==> src/rtl/sys_bus_arbiter_pkg.sv <==
// Shared types for the compy system bus arbiter: bus states, master ids,
// chip-select payload and default parameter values.
package sys_bus_arbiter_pkg;

  localparam int unsigned ADDR_W  = 16;
  localparam int unsigned DATA_W  = 8;
  localparam int unsigned BURST_W = 4;
  localparam int unsigned WAIT_W  = 3;

  localparam int unsigned        READ_WAIT_DEF     = 1;
  localparam int unsigned        DMA_BURST_MAX_DEF = 4;
  localparam logic [DATA_W-1:0]  UNMAPPED_DATA_DEF = 8'hFF;

  typedef enum logic [2:0] {
    BUS_IDLE,
    BUS_ACCESS,
    BUS_WAIT,
    BUS_CAPTURE,
    BUS_DONE
  } bus_state_e;

  typedef enum logic {
    BUS_M_CPU = 1'b0,
    BUS_M_DMA = 1'b1
  } bus_master_e;

  typedef struct packed {
    logic rom;
    logic ram;
    logic chroni;
    logic io;
  } bus_cs_t;

  localparam bus_cs_t CS_NONE = '0;

endpackage

==> src/rtl/sys_bus_arbiter_if.sv <==
// Bundle of both master ports and the shared slave side of the system bus.
interface sys_bus_arbiter_if;
  import sys_bus_arbiter_pkg::*;

  logic [ADDR_W-1:0] m0_addr;
  logic              m0_rd_req;
  logic              m0_wr_en;
  logic [DATA_W-1:0] m0_wr_data;
  logic [DATA_W-1:0] m0_rd_data;
  logic              m0_ack;

  logic [ADDR_W-1:0] m1_addr;
  logic              m1_rd_req;
  logic              m1_wr_en;
  logic [DATA_W-1:0] m1_wr_data;
  logic [DATA_W-1:0] m1_rd_data;
  logic              m1_ack;

  logic [ADDR_W-1:0] s_addr;
  logic [DATA_W-1:0] s_wr_data;
  logic              s_wr_en;
  logic              rom_cs;
  logic              ram_cs;
  logic              chroni_cs;
  logic              io_cs;
  logic [DATA_W-1:0] rom_rd_data;
  logic [DATA_W-1:0] ram_rd_data;
  logic [DATA_W-1:0] chroni_rd_data;
  logic [DATA_W-1:0] io_rd_data;

  // Arbiter side: it is the slave of both masters.
  modport slave (
    input  m0_addr, m0_rd_req, m0_wr_en, m0_wr_data,
    output m0_rd_data, m0_ack,
    input  m1_addr, m1_rd_req, m1_wr_en, m1_wr_data,
    output m1_rd_data, m1_ack,
    output s_addr, s_wr_data, s_wr_en, rom_cs, ram_cs, chroni_cs, io_cs,
    input  rom_rd_data, ram_rd_data, chroni_rd_data, io_rd_data
  );

  modport master (
    output m0_addr, m0_rd_req, m0_wr_en, m0_wr_data,
    input  m0_rd_data, m0_ack,
    output m1_addr, m1_rd_req, m1_wr_en, m1_wr_data,
    input  m1_rd_data, m1_ack,
    input  s_addr, s_wr_data, s_wr_en, rom_cs, ram_cs, chroni_cs, io_cs,
    output rom_rd_data, ram_rd_data, chroni_rd_data, io_rd_data
  );

endinterface

==> src/rtl/sys_bus_arbiter_decode.sv <==
// Address to slave-select decode; also reused by the DMA engine for range checks.
module sys_bus_arbiter_decode
  import sys_bus_arbiter_pkg::*;
(
  input  logic [ADDR_W-1:0] addr_i,
  output bus_cs_t           cs_o,
  output logic              mapped_o
);

  always_comb begin
    cs_o        = CS_NONE;
    cs_o.rom    = (addr_i[15:14] == 2'b11);
    cs_o.ram    = !addr_i[15] || (addr_i[15:12] == 4'h8);
    cs_o.chroni = (addr_i[15:7] == 9'b100100000);
    cs_o.io     = (addr_i[15:8] == 8'h92);
  end

  assign mapped_o = |cs_o;

endmodule

==> src/rtl/sys_bus_arbiter.sv <==
// Two-master / four-slave system bus arbiter: grants CPU or DMA, drives chip
// selects, inserts read wait states and returns per-master ack and read data.
module sys_bus_arbiter
  import sys_bus_arbiter_pkg::*;
#(
  parameter int unsigned       READ_WAIT     = READ_WAIT_DEF,
  parameter int unsigned       DMA_BURST_MAX = DMA_BURST_MAX_DEF,
  parameter logic [DATA_W-1:0] UNMAPPED_DATA = UNMAPPED_DATA_DEF
) (
  input logic              clk,
  input logic              reset,
  sys_bus_arbiter_if.slave bus
);

  bus_state_e        state_q;
  bus_master_e       master_q;
  logic              wr_q;
  logic [WAIT_W-1:0] wait_q;
  logic [BURST_W-1:0] burst_q;
  logic [ADDR_W-1:0] s_addr_q;
  logic [DATA_W-1:0] s_wr_data_q;
  logic              s_wr_en_q;
  bus_cs_t           cs_q;
  logic [DATA_W-1:0] m0_rd_data_q, m1_rd_data_q;
  logic              m0_ack_q, m1_ack_q;

  logic              m0_req_c, m1_req_c, grant_m1_c;
  logic [ADDR_W-1:0] req_addr_c;
  logic [DATA_W-1:0] req_data_c;
  logic              req_wr_c;
  bus_cs_t           req_cs_c;
  logic              req_mapped_c;
  logic [DATA_W-1:0] capture_d;

  assign m0_req_c = bus.m0_rd_req || bus.m0_wr_en;
  assign m1_req_c = bus.m1_rd_req || bus.m1_wr_en;
  // DMA wins contention until it has taken DMA_BURST_MAX grants in a row.
  assign grant_m1_c = m1_req_c && (!m0_req_c || (burst_q != BURST_W'(DMA_BURST_MAX)));

  assign req_addr_c = grant_m1_c ? bus.m1_addr    : bus.m0_addr;
  assign req_data_c = grant_m1_c ? bus.m1_wr_data : bus.m0_wr_data;
  assign req_wr_c   = grant_m1_c ? bus.m1_wr_en   : bus.m0_wr_en;

  sys_bus_arbiter_decode u_decode (
    .addr_i   (req_addr_c),
    .cs_o     (req_cs_c),
    .mapped_o (req_mapped_c)
  );

  always_comb begin
    capture_d = UNMAPPED_DATA;
    if      (cs_q.rom)    capture_d = bus.rom_rd_data;
    else if (cs_q.ram)    capture_d = bus.ram_rd_data;
    else if (cs_q.chroni) capture_d = bus.chroni_rd_data;
    else if (cs_q.io)     capture_d = bus.io_rd_data;
  end

  always_ff @(posedge clk or posedge reset) begin
    if (reset) begin
      state_q      <= BUS_IDLE;
      master_q     <= BUS_M_CPU;
      wr_q         <= 1'b0;
      wait_q       <= '0;
      burst_q      <= '0;
      s_addr_q     <= '0;
      s_wr_data_q  <= '0;
      s_wr_en_q    <= 1'b0;
      cs_q         <= CS_NONE;
      m0_rd_data_q <= '0;
      m1_rd_data_q <= '0;
      m0_ack_q     <= 1'b0;
      m1_ack_q     <= 1'b0;
    end else begin
      m0_ack_q  <= 1'b0;
      m1_ack_q  <= 1'b0;
      s_wr_en_q <= 1'b0;
      unique case (state_q)
        BUS_IDLE: begin
          burst_q <= (m0_req_c && grant_m1_c) ? burst_q + BURST_W'(1) : '0;
          if (m0_req_c || m1_req_c) begin
            master_q    <= grant_m1_c ? BUS_M_DMA : BUS_M_CPU;
            wr_q        <= req_wr_c;
            s_addr_q    <= req_addr_c;
            s_wr_data_q <= req_data_c;
            cs_q        <= req_cs_c;
            wait_q      <= WAIT_W'(READ_WAIT - 1);
            state_q     <= BUS_ACCESS;
            // Writes complete in the access cycle, so strobe and ack launch together.
            if (req_wr_c) begin
              s_wr_en_q <= req_mapped_c;
              m0_ack_q  <= !grant_m1_c;
              m1_ack_q  <= grant_m1_c;
            end
          end
        end
        BUS_ACCESS: begin
          if (wr_q) begin
            cs_q    <= CS_NONE;
            state_q <= BUS_IDLE;
          end else if (wait_q == '0) begin
            state_q <= BUS_CAPTURE;
          end else begin
            state_q <= BUS_WAIT;
          end
        end
        BUS_WAIT: begin
          wait_q <= wait_q - WAIT_W'(1);
          if (wait_q == WAIT_W'(1)) state_q <= BUS_CAPTURE;
        end
        BUS_CAPTURE: begin
          if (master_q == BUS_M_DMA) begin
            m1_rd_data_q <= capture_d;
            m1_ack_q     <= 1'b1;
          end else begin
            m0_rd_data_q <= capture_d;
            m0_ack_q     <= 1'b1;
          end
          cs_q    <= CS_NONE;
          state_q <= BUS_DONE;
        end
        BUS_DONE: state_q <= BUS_IDLE;
        default:  state_q <= BUS_IDLE;
      endcase
    end
  end

  assign bus.s_addr     = s_addr_q;
  assign bus.s_wr_data  = s_wr_data_q;
  assign bus.s_wr_en    = s_wr_en_q;
  assign bus.rom_cs     = cs_q.rom;
  assign bus.ram_cs     = cs_q.ram;
  assign bus.chroni_cs  = cs_q.chroni;
  assign bus.io_cs      = cs_q.io;
  assign bus.m0_rd_data = m0_rd_data_q;
  assign bus.m1_rd_data = m1_rd_data_q;
  assign bus.m0_ack     = m0_ack_q;
  assign bus.m1_ack     = m1_ack_q;

endmodule
==> src/flat_wrapper.sv <==
// flat-port wrapper written by rule: the top's interface ports become plain ports
module sys_bus_arbiter_flat import sys_bus_arbiter_pkg::*;
#(
  parameter int unsigned       READ_WAIT     = READ_WAIT_DEF,
  parameter int unsigned       DMA_BURST_MAX = DMA_BURST_MAX_DEF,
  parameter logic [DATA_W-1:0] UNMAPPED_DATA = UNMAPPED_DATA_DEF
)
  (clk, reset, bus_m0_addr, bus_m0_rd_req, bus_m0_wr_en, bus_m0_wr_data, bus_m0_rd_data, bus_m0_ack, bus_m1_addr, bus_m1_rd_req, bus_m1_wr_en, bus_m1_wr_data, bus_m1_rd_data, bus_m1_ack, bus_s_addr, bus_s_wr_data, bus_s_wr_en, bus_rom_cs, bus_ram_cs, bus_chroni_cs, bus_io_cs, bus_rom_rd_data, bus_ram_rd_data, bus_chroni_rd_data, bus_io_rd_data);
  sys_bus_arbiter_if bus_i ();
  input logic clk;
  input logic reset;
  input wire logic [$bits(bus_i.m0_addr)-1:0] bus_m0_addr;
  input wire logic [$bits(bus_i.m0_rd_req)-1:0] bus_m0_rd_req;
  input wire logic [$bits(bus_i.m0_wr_en)-1:0] bus_m0_wr_en;
  input wire logic [$bits(bus_i.m0_wr_data)-1:0] bus_m0_wr_data;
  output wire logic [$bits(bus_i.m0_rd_data)-1:0] bus_m0_rd_data;
  output wire logic [$bits(bus_i.m0_ack)-1:0] bus_m0_ack;
  input wire logic [$bits(bus_i.m1_addr)-1:0] bus_m1_addr;
  input wire logic [$bits(bus_i.m1_rd_req)-1:0] bus_m1_rd_req;
  input wire logic [$bits(bus_i.m1_wr_en)-1:0] bus_m1_wr_en;
  input wire logic [$bits(bus_i.m1_wr_data)-1:0] bus_m1_wr_data;
  output wire logic [$bits(bus_i.m1_rd_data)-1:0] bus_m1_rd_data;
  output wire logic [$bits(bus_i.m1_ack)-1:0] bus_m1_ack;
  output wire logic [$bits(bus_i.s_addr)-1:0] bus_s_addr;
  output wire logic [$bits(bus_i.s_wr_data)-1:0] bus_s_wr_data;
  output wire logic [$bits(bus_i.s_wr_en)-1:0] bus_s_wr_en;
  output wire logic [$bits(bus_i.rom_cs)-1:0] bus_rom_cs;
  output wire logic [$bits(bus_i.ram_cs)-1:0] bus_ram_cs;
  output wire logic [$bits(bus_i.chroni_cs)-1:0] bus_chroni_cs;
  output wire logic [$bits(bus_i.io_cs)-1:0] bus_io_cs;
  input wire logic [$bits(bus_i.rom_rd_data)-1:0] bus_rom_rd_data;
  input wire logic [$bits(bus_i.ram_rd_data)-1:0] bus_ram_rd_data;
  input wire logic [$bits(bus_i.chroni_rd_data)-1:0] bus_chroni_rd_data;
  input wire logic [$bits(bus_i.io_rd_data)-1:0] bus_io_rd_data;
  assign bus_i.m0_addr = bus_m0_addr;
  assign bus_i.m0_rd_req = bus_m0_rd_req;
  assign bus_i.m0_wr_en = bus_m0_wr_en;
  assign bus_i.m0_wr_data = bus_m0_wr_data;
  assign bus_m0_rd_data = bus_i.m0_rd_data;
  assign bus_m0_ack = bus_i.m0_ack;
  assign bus_i.m1_addr = bus_m1_addr;
  assign bus_i.m1_rd_req = bus_m1_rd_req;
  assign bus_i.m1_wr_en = bus_m1_wr_en;
  assign bus_i.m1_wr_data = bus_m1_wr_data;
  assign bus_m1_rd_data = bus_i.m1_rd_data;
  assign bus_m1_ack = bus_i.m1_ack;
  assign bus_s_addr = bus_i.s_addr;
  assign bus_s_wr_data = bus_i.s_wr_data;
  assign bus_s_wr_en = bus_i.s_wr_en;
  assign bus_rom_cs = bus_i.rom_cs;
  assign bus_ram_cs = bus_i.ram_cs;
  assign bus_chroni_cs = bus_i.chroni_cs;
  assign bus_io_cs = bus_i.io_cs;
  assign bus_i.rom_rd_data = bus_rom_rd_data;
  assign bus_i.ram_rd_data = bus_ram_rd_data;
  assign bus_i.chroni_rd_data = bus_chroni_rd_data;
  assign bus_i.io_rd_data = bus_io_rd_data;
  sys_bus_arbiter #(.READ_WAIT(READ_WAIT), .DMA_BURST_MAX(DMA_BURST_MAX), .UNMAPPED_DATA(UNMAPPED_DATA)) u_core (.clk(clk), .reset(reset), .bus(bus_i));
endmodule
==> config.mk <==
export PLATFORM = sky130hd
export DESIGN_NAME = sys_bus_arbiter_flat
export DESIGN_NICKNAME = d
export VERILOG_FILES = /design/src/rtl/sys_bus_arbiter_pkg.sv /design/src/rtl/sys_bus_arbiter_if.sv /design/src/rtl/sys_bus_arbiter_decode.sv /design/src/rtl/sys_bus_arbiter.sv /design/src/flat_wrapper.sv
export SDC_FILE = /design/constraint.sdc
export NUM_CORES = 1
export LEC_CHECK = 0
export ABC_AREA = 1
export BUFFER_PORTS_ARGS = -buffer_cell sky130_fd_sc_hd__buf_2
export CAP_MARGIN = 30
export CELL_PAD_IN_SITES_DETAIL_PLACEMENT = 0
export CELL_PAD_IN_SITES_GLOBAL_PLACEMENT = 1
export CORE_ASPECT_RATIO = 1.5
export CORE_UTILIZATION = 33
export DETAILED_ROUTE_END_ITERATION = 10
export PLACE_DENSITY = 0.81
export SLEW_MARGIN = 25
export SYNTH_ARGS = -nofsm -noshare
export SYNTH_HDL_FRONTEND = slang
export SYNTH_SLANG_ARGS = --single-unit
export TNS_END_PERCENT = 30
==> constraint.sdc <==
create_clock -name clk -period 1.75 [get_ports clk]
set_input_delay 0.0875 -clock clk [delete_from_list [all_inputs] [get_ports clk]]
set_output_delay 0.0875 -clock clk [all_outputs]
set_load 0.01 [all_outputs]
* Word level (Yosys, flattened, before mapping)
Cells that the tools add are included.
** Word-level totals
- Register bits after elaboration :: 59
- Latch bits :: 0
- Memory bits (writable) :: 0
- ROM bits :: 0
- Input port bits :: 86
- Output and inout port bits :: 47
- Logic and storage cells :: 82
- Memories :: 0
** Operators by class
- Add/subtract/negate cells :: 2
- Multipliers :: 0
- Divide/modulo/power cells :: 0
- Order comparisons :: 0
- Equal/unequal tests :: 12
- Shift-type cells :: 0
- Muxes and demuxes :: 30
- Bitwise gates (word level) :: 1
- Reduce and logical (&&, ||, !) cells :: 21
** Operators by type and width (number)
- 8-bit two-way mux :: 5
- 16-bit two-way mux :: 1
- 1-bit two-way mux :: 12
- 3-bit two-way mux :: 4
- 4-bit two-way mux :: 3
- 3-bit one-hot mux with 4 select lines :: 1
- 4-bit one-hot mux with 3 select lines :: 1
- 2-bit AND reduction :: 5
- 9-bit == test (second input constant) :: 1
- 8-bit == test (second input constant) :: 1
- 3-bit by 1-bit == test with 1-bit output (second input constant) :: 2
- 3-bit by 2-bit == test with 1-bit output (second input constant) :: 2
- 3-bit zero test :: 2
- 2-bit by 1-bit inequality test with 1-bit output (second input constant) :: 3
- 3-bit one-hot mux with 2 select lines :: 1
- 1-bit logical OR :: 5
- 4-bit by 1-bit adder with 4-bit output (second input constant) :: 1
- 4-bit == test (second input constant) :: 1
- 4-bit by 3-bit inequality test with 1-bit output (second input constant) :: 1
- 1-bit one-hot mux with 2 select lines :: 2
- 4-bit OR reduction :: 1
- 1-bit zero test :: 3
- 3-bit AND reduction :: 1
- 3-bit nonzero test :: 1
- other kinds (5) :: 6

* Logic depth before layout (Yosys ltp)
- Depth after elaboration :: 11
- Gate-level depth with buffers :: 15
- Gate-level depth less buffers :: 14

* Modules after synthesis
Synthesis repeated with hierarchy kept, for this count alone.
** Unflattened totals
- Cells, all modules :: 481
- Area, all modules :: 3500.9 um^2
** Modules (own cells, without submodules)
- sys_bus_arbiter :: times used 1, cells each 453, area an instance 3389.5 um^2, seq. area each 1476.4 um^2
- sys_bus_arbiter_decode :: times used 1, cells each 28, area an instance 111.4 um^2, seq. area each 0.0 um^2

* Worst setup path before layout
OpenSTA, ideal clock, no wires.
- Path type :: register -> register
- From :: register u_core.burst_q[0]
- To :: register u_core.s_wr_en_q (netlist: u_core.bus.s_wr_en)
- Library setup time :: 0.071 ns
- Arrival :: 1.516 ns
- Required time :: 1.679 ns
- Slack :: 0.163 ns
- Cell stages (with the launch flop) :: 15
- Path buffers :: 1
- Clock period less this slack :: 1.587 ns
- Path through :: dfrtp_1 inv_1 ha_1 nand2_2 nor2_4 nand2_4 nand2_8 buf_12 nand2_1 nand2_1 nor2_1 nand2_1 nor2_1 nor2_1 nor2_1
** On the way
- Cells in the longest elaborated chain, start to end :: 10
- Elaborated cells between the ends (all ways) :: 15
- Those cells by class :: 5 x eq/ne; 5 x mux; 5 x reduce/logical
** Ends and longest elaborated chain
- start: declaration :: RTL line sys_bus_arbiter.sv:19 : logic [BURST_W-1:0] burst_q;
- start signal: assignment :: RTL line sys_bus_arbiter.sv:79 : burst_q <= (m0_req_c && grant_m1_c) ? burst_q + BURST_W'(1) : '0;
- 4-bit by 3-bit inequality test with 1-bit output * :: RTL line sys_bus_arbiter.sv:38 : assign grant_m1_c = m1_req_c && (!m0_req_c || (burst_q != BURST_W'(DMA_BURST_MAX)));
- 1-bit logical OR * :: RTL line sys_bus_arbiter.sv:38
- 1-bit logical AND * :: RTL line sys_bus_arbiter.sv:38
- 16-bit two-way mux :: RTL line sys_bus_arbiter.sv:40 : assign req_addr_c = grant_m1_c ? bus.m1_addr : bus.m0_addr;
- 4-bit == test or 1-bit zero test (tied branches) :: RTL line sys_bus_arbiter_decode.sv:13 : cs_o.ram = !addr_i[15] || (addr_i[15:12] == 4'h8);
- 1-bit logical OR :: RTL line sys_bus_arbiter_decode.sv:13
- 4-bit OR reduction :: RTL line sys_bus_arbiter_decode.sv:18 : assign mapped_o = |cs_o;
- 1-bit two-way mux * :: RTL line sys_bus_arbiter.sv:89 : if (req_wr_c) begin
- 1-bit two-way mux * :: RTL line sys_bus_arbiter.sv:80 : if (m0_req_c || m1_req_c) begin
- 1-bit two-way mux * :: RTL line sys_bus_arbiter.sv:77 : unique case (state_q)
- end signal: assignment :: RTL line sys_bus_arbiter.sv:90 : s_wr_en_q <= req_mapped_c;
- end: declaration :: RTL line sys_bus_arbiter.sv:22 : logic s_wr_en_q;
Every way passes the cells marked *; elsewhere a longest branch is shown, timed or not.
A chain may end at the register's enable or synchronous reset.

* Final worst setup path
- From :: register u_core.burst_q[1]
- To :: register u_core.cs_q (netlist bit u_core.bus.ram_cs)
** On the way
- Cells in the longest elaborated chain, start to end :: 8
- Elaborated cells between the ends (all ways) :: 9
- Those cells by class :: 2 x eq/ne; 3 x mux; 4 x reduce/logical
** Ends and longest elaborated chain
- 4-bit by 3-bit inequality test with 1-bit output * :: RTL line sys_bus_arbiter.sv:38
- 1-bit logical OR * :: RTL line sys_bus_arbiter.sv:38
- 1-bit logical AND * :: RTL line sys_bus_arbiter.sv:38
- 16-bit two-way mux * :: RTL line sys_bus_arbiter.sv:40
- 4-bit == test or 1-bit zero test (tied branches) :: RTL line sys_bus_arbiter_decode.sv:13
- 1-bit logical OR * :: RTL line sys_bus_arbiter_decode.sv:13
- 4-bit two-way mux * :: RTL line sys_bus_arbiter.sv:80
- 4-bit one-hot mux with 3 select lines * :: RTL line sys_bus_arbiter.sv:77
- end signal: assignment :: RTL line sys_bus_arbiter.sv:85 : cs_q <= req_cs_c;
- end: declaration :: RTL line sys_bus_arbiter.sv:23 : bus_cs_t cs_q;
Every way passes the cells marked *; elsewhere a longest branch is shown, timed or not. The select of a mux whose other input is x is not followed.

==> results.py <==
metrics = {
    "floorplanning": {
        "number_of_placement_rows": 42,
        "core_box_area_sq_um": 8780,
        "starting_density_pct": 33.8,
        "floorplan.die.width_um": 79.4,
        "design.die.area_sq_um": 9380,
        "die_h_um": 118,
        "pin_count": 133,
    },
    "sta": {
        "max_transition_margin_pct": 68.0,
        "clock_skew_ns": 0.00653,
        "hold_viol": 0,
        "max_slew.worst_pin.slew_ns": 0.479,
        "timing.final.setup_violations": 0,
        "fin_ws_ns": 0.0523,
        "grt_setup_unrepaired": "yes",
        "fin_crit_sh_pct": 97.0,
        "fin_setup_tns_ns": 0,
        "layout_min_cycle_time_ns": 1.70,
        "fmaxAchievable_ghz": 0.589,
        "finalMaxSlewViolations": 0,
    },
    "min_path": {
        "hold_crit_start": "bus_m0_wr_data[3]",
        "hold_end": "u_core.bus.s_wr_data[3]",
        "hold_depth": 3,
        "timing.hold.worst.class": "primary input to flip-flop",
    },
    "yosys": {
        "synth_largest_area_cell": "sky130_fd_sc_hd__dfrtp_1",
        "synth-seq-cells": 59,
        "proportion_of_register_bits_with_asynchronous_set_or_reset_after_synthesis_pct": 100,
        "yosys.cell_types.count": 29,
        "synth_flop_cell": "sky130_fd_sc_hd__dfrtp_1",
        "synthesis.area_per_instance_sq_um": 8.40,
        "yosysSeqAreaShare_pct": 49.8,
        "synthCells": 353,
        "count_of_flip_flops_with_a_built_in_enable_after_synthesis": 0,
        "mappedNetlistArea_sq_um": 2970,
        "yosys_warnings": 0,
        "synthesis.nets": 444,
        "post_synth_main_area_contributors": "sky130_fd_sc_hd__dfrtp_1, sky130_fd_sc_hd__o21ai_0, sky130_fd_sc_hd__nand2_1",
        "synth_top_cell_area_share_pct": 49.8,
    },
    "clock_network": {
        "insertion_delay_ns": 0.33,
        "cts_tree": "done",
        "tritoncts.num_buffers": 9,
        "clk_transition_reported_paths_ns": 0.06,
        "max_h_tree_level": 3,
        "numClockSinks": 59,
        "deepest_clock_path_buffer_count": 2,
        "clock_tree.root_cell": "sky130_fd_sc_hd__clkbuf_16",
    },
    "layout": {
        "final_net_count": 599,
        "insertedDiodeCount": 0,
        "post_route_cells_drive_above_1_share_pct": 38.4,
        "layout.cells.most_common": "sky130_fd_sc_hd__buf_2",
        "syn2layout_area_growth_pct": 45.4,
        "nFillCells": 850,
        "finalCoreUtilization_pct": 49.1,
        "layout_common_cells": "sky130_fd_sc_hd__buf_2, sky130_fd_sc_hd__nand2_1, sky130_fd_sc_hd__dfrtp_1",
        "postLayoutCellArea_sq_um": 4310,
    },
    "place": {
        "post-dp-hpwl_um": 6580,
        "place_ws_ns": 0.0313,
        "placement.io_buffers": 132,
        "gp_weighted_congestion": 0.830,
        "post_dp_cell_area_sq_um": 3780,
    },
    "detailed_routing": {
        "number_of_drc_violations_after_detailed_routing": 2,
        "first_pass_iters": 7,
        "detail_route.wl_per_cell_um": 14.0,
        "postRouteAntennaNets": 0,
        "detail_route.vias_per_cell": 4.84,
        "wirelength_um": 8700,
        "detail_route.iter0.violations": 130,
        "routed-via-count": 3016,
    },
    "worst_setup_path": {
        "timing.critical_path.slowest_cell_delay_ns": 0.40,
        "timing.critical_path.to_type": "flip-flop",
        "worst_setup_path_start_kind": "flip-flop",
        "critical-path-slowest-cell": "sky130_fd_sc_hd__dfrtp_1",
        "crit_arrival_ns": 1.90,
        "ff2ff_path_depth": 11,
        "regToRegEndpoint": "u_core.bus.ram_cs",
        "worst_r2r_startpoint": "u_core.burst_q[1]",
        "worst_ep_required_time_ns": 1.95,
        "worstPathCellList": "inv_2 -> ha_4 -> nand2_4 -> nor2_4 -> nand2_4 -> buf_6 -> nand3b_1 -> nand2_2 -> buf_4 -> a21oi_1 -> o21ai_1",
        "setup.worst_path.class": "flip-flop to flip-flop",
        "cpMostUsedCell": "sky130_fd_sc_hd__nand2_4",
        "critical_path_peak_fanout": 7,
        "r2r_setup_slack_ns": 0.05,
    },
    "outcome": {
        "result_of_the_run": "complete, but fails checks",
        "violations": "design-rule violations",
    },
    "global_route": {
        "globalRouteMet2Util_pct": 34.2,
        "use_met1_pct": 22.1,
        "wire_length_of_the_first_global_routing_pass_um": 14200,
        "busiest_layer_in_global_routing": "met2",
        "grt_start_max_net_pins": 60,
        "grt.overflow.total": 0,
        "vias_in_the_first_global_route": 3035,
        "met3_track_utilization_from_global_routing_pct": 5.66,
        "globalRouteTotalUtil_pct": 20.0,
        "antenna_found_initial": 0,
    },
    "power": {
        "p_comb_share_pct": 43.2,
        "p_int_mw": 4.38,
        "p_sw_mw": 2.90,
        "power.switching_fraction_pct": 39.8,
        "part_of_the_total_power_dissipated_in_the_clock_network_pct": 23.7,
        "cellPowerDensity_nw_per_um2": 1690,
        "power.leakage_nw": 2.21,
        "fin_total_pwr_mw": 7.28,
        "seq_power_share_pct": 33.1,
        "worst_ir_drop_vdd_mv": 0.845,
    },
    "run": {
        "drv.max_cap_violation_count": 0,
    },
}
==> state kept, by name, indices dropped and copies added (netlist names), 3 cells and up <==
register	flops
u_core.burst_q	4
u_core.bus.m0_rd_data	8
u_core.bus.m1_rd_data	8
u_core.bus.s_addr	16
u_core.bus.s_wr_data	8
u_core.state_q	3
u_core.wait_q	3
==> worst max-delay path: cells and delay by family (launching register included) <==
kind / cells / cell delay (ns)
AND/OR/NAND/NOR: 5 / 0.43
AO/OA/AOI/OAI: 2 / 0.22
adder cells (fa/ha/maj): 1 / 0.13
buffers and inverters: 3 / 0.38
flip-flops: 1 / 0.40
==> how the worst max path moves through the flow <==
stage / startpoint / end / slack (ns)
finish: u_core.burst_q[1] / u_core.bus.ram_cs / 0.05
detailed placement: u_core.burst_q[1] / u_core.bus.s_wr_en / 0.03
global route: u_core.burst_q[0] / u_core.bus.chroni_cs / -0.08
global placement: u_core.burst_q[0] / u_core.bus.s_wr_en / 0.06
floorplan: u_core.burst_q[0] / u_core.bus.s_wr_en / 0.16
CTS: u_core.burst_q[0] / u_core.bus.s_wr_en / 0.02
==> stage by stage <==
| stage | hold WS (ns) | cells |
|---|---|---|
| floorplan | 0.235 | 353 |
| global placement | 0.169 | 592 |
| detailed placement | 0.174 | 592 |
| CTS | 0.000648 | 620 |
| global route | 0.0252 | 623 |
| finish | 0.00642 | 623 |
==> repair_timing <==
action / in CTS / in global routing
hold buffers: 12 / 0
hold endpoints to repair: 67 / 0
buffers inserted: 0 / 2
gates resized for setup: 0 / 30
setup endpoints to repair: 0 / 17
==> cells by family after synthesis <==
kind of cell               after synthesis  share of synthesized area, %
adders and majority gates                5                          2.11
AOI/OAI and AO/OA                       95                          16.9
buffers and inverters                   45                          7.09
xor gates and xnor gates                 3                         0.886
and+or+nand+nor                        146                          23.2
DFF                                     59                          49.8
==> final cells by class <==
cell class	instances	area [sq um]	share of cell area (%)
Sequential cell	59	1480	34.3
Clock inverter	6	65.1	1.51
Multi-Input combinational cell	250	1370	31.7
Clock buffer	10	229	5.31
Tap cell	110	138	3.19
Inverter	29	111	2.58
Timing Repair Buffer	159	926	21.5
==> cells in the mapped netlist (2+ instances only) <==
master and n:
sky130_fd_sc_hd__inv_1 26, sky130_fd_sc_hd__o21ai_0 62, sky130_fd_sc_hd__a31oi_1 3, sky130_fd_sc_hd__buf_4 2, sky130_fd_sc_hd__clkbuf_1 4, sky130_fd_sc_hd__inv_2 2, sky130_fd_sc_hd__nor3_1 3, sky130_fd_sc_hd__nand4_1 3
sky130_fd_sc_hd__nand2_1 71, sky130_fd_sc_hd__dfrtp_1 59, sky130_fd_sc_hd__o21a_1 2, sky130_fd_sc_hd__nand3b_1 4, sky130_fd_sc_hd__nand2_4 4, sky130_fd_sc_hd__ha_1 5, sky130_fd_sc_hd__nor2_1 21, sky130_fd_sc_hd__a21oi_1 16
sky130_fd_sc_hd__nand3_1 31, sky130_fd_sc_hd__nand2_2 5, sky130_fd_sc_hd__nor2_4 2, sky130_fd_sc_hd__buf_2 8, sky130_fd_sc_hd__xnor2_1 3, sky130_fd_sc_hd__o22ai_1 10
==> metal layers <==
metal / routed length (um) / share of wire, %
met1: 3430 / 39
met2: 4430 / 51
met3: 574 / 6.6
met4: 264 / 3.0
met5: 0 / 0
==> power groups by stage <==
stage	combinational, mW	sequential [mW]	clock (mW)
floorplan	1.67	2.57	0
global placement	2.99	2.40	0
detailed placement	3.05	2.42	0
CTS	3.07	2.41	1.77
global route	3.59	2.51	1.83
finish	3.15	2.41	1.72
(Power assumes the default switching activity.)
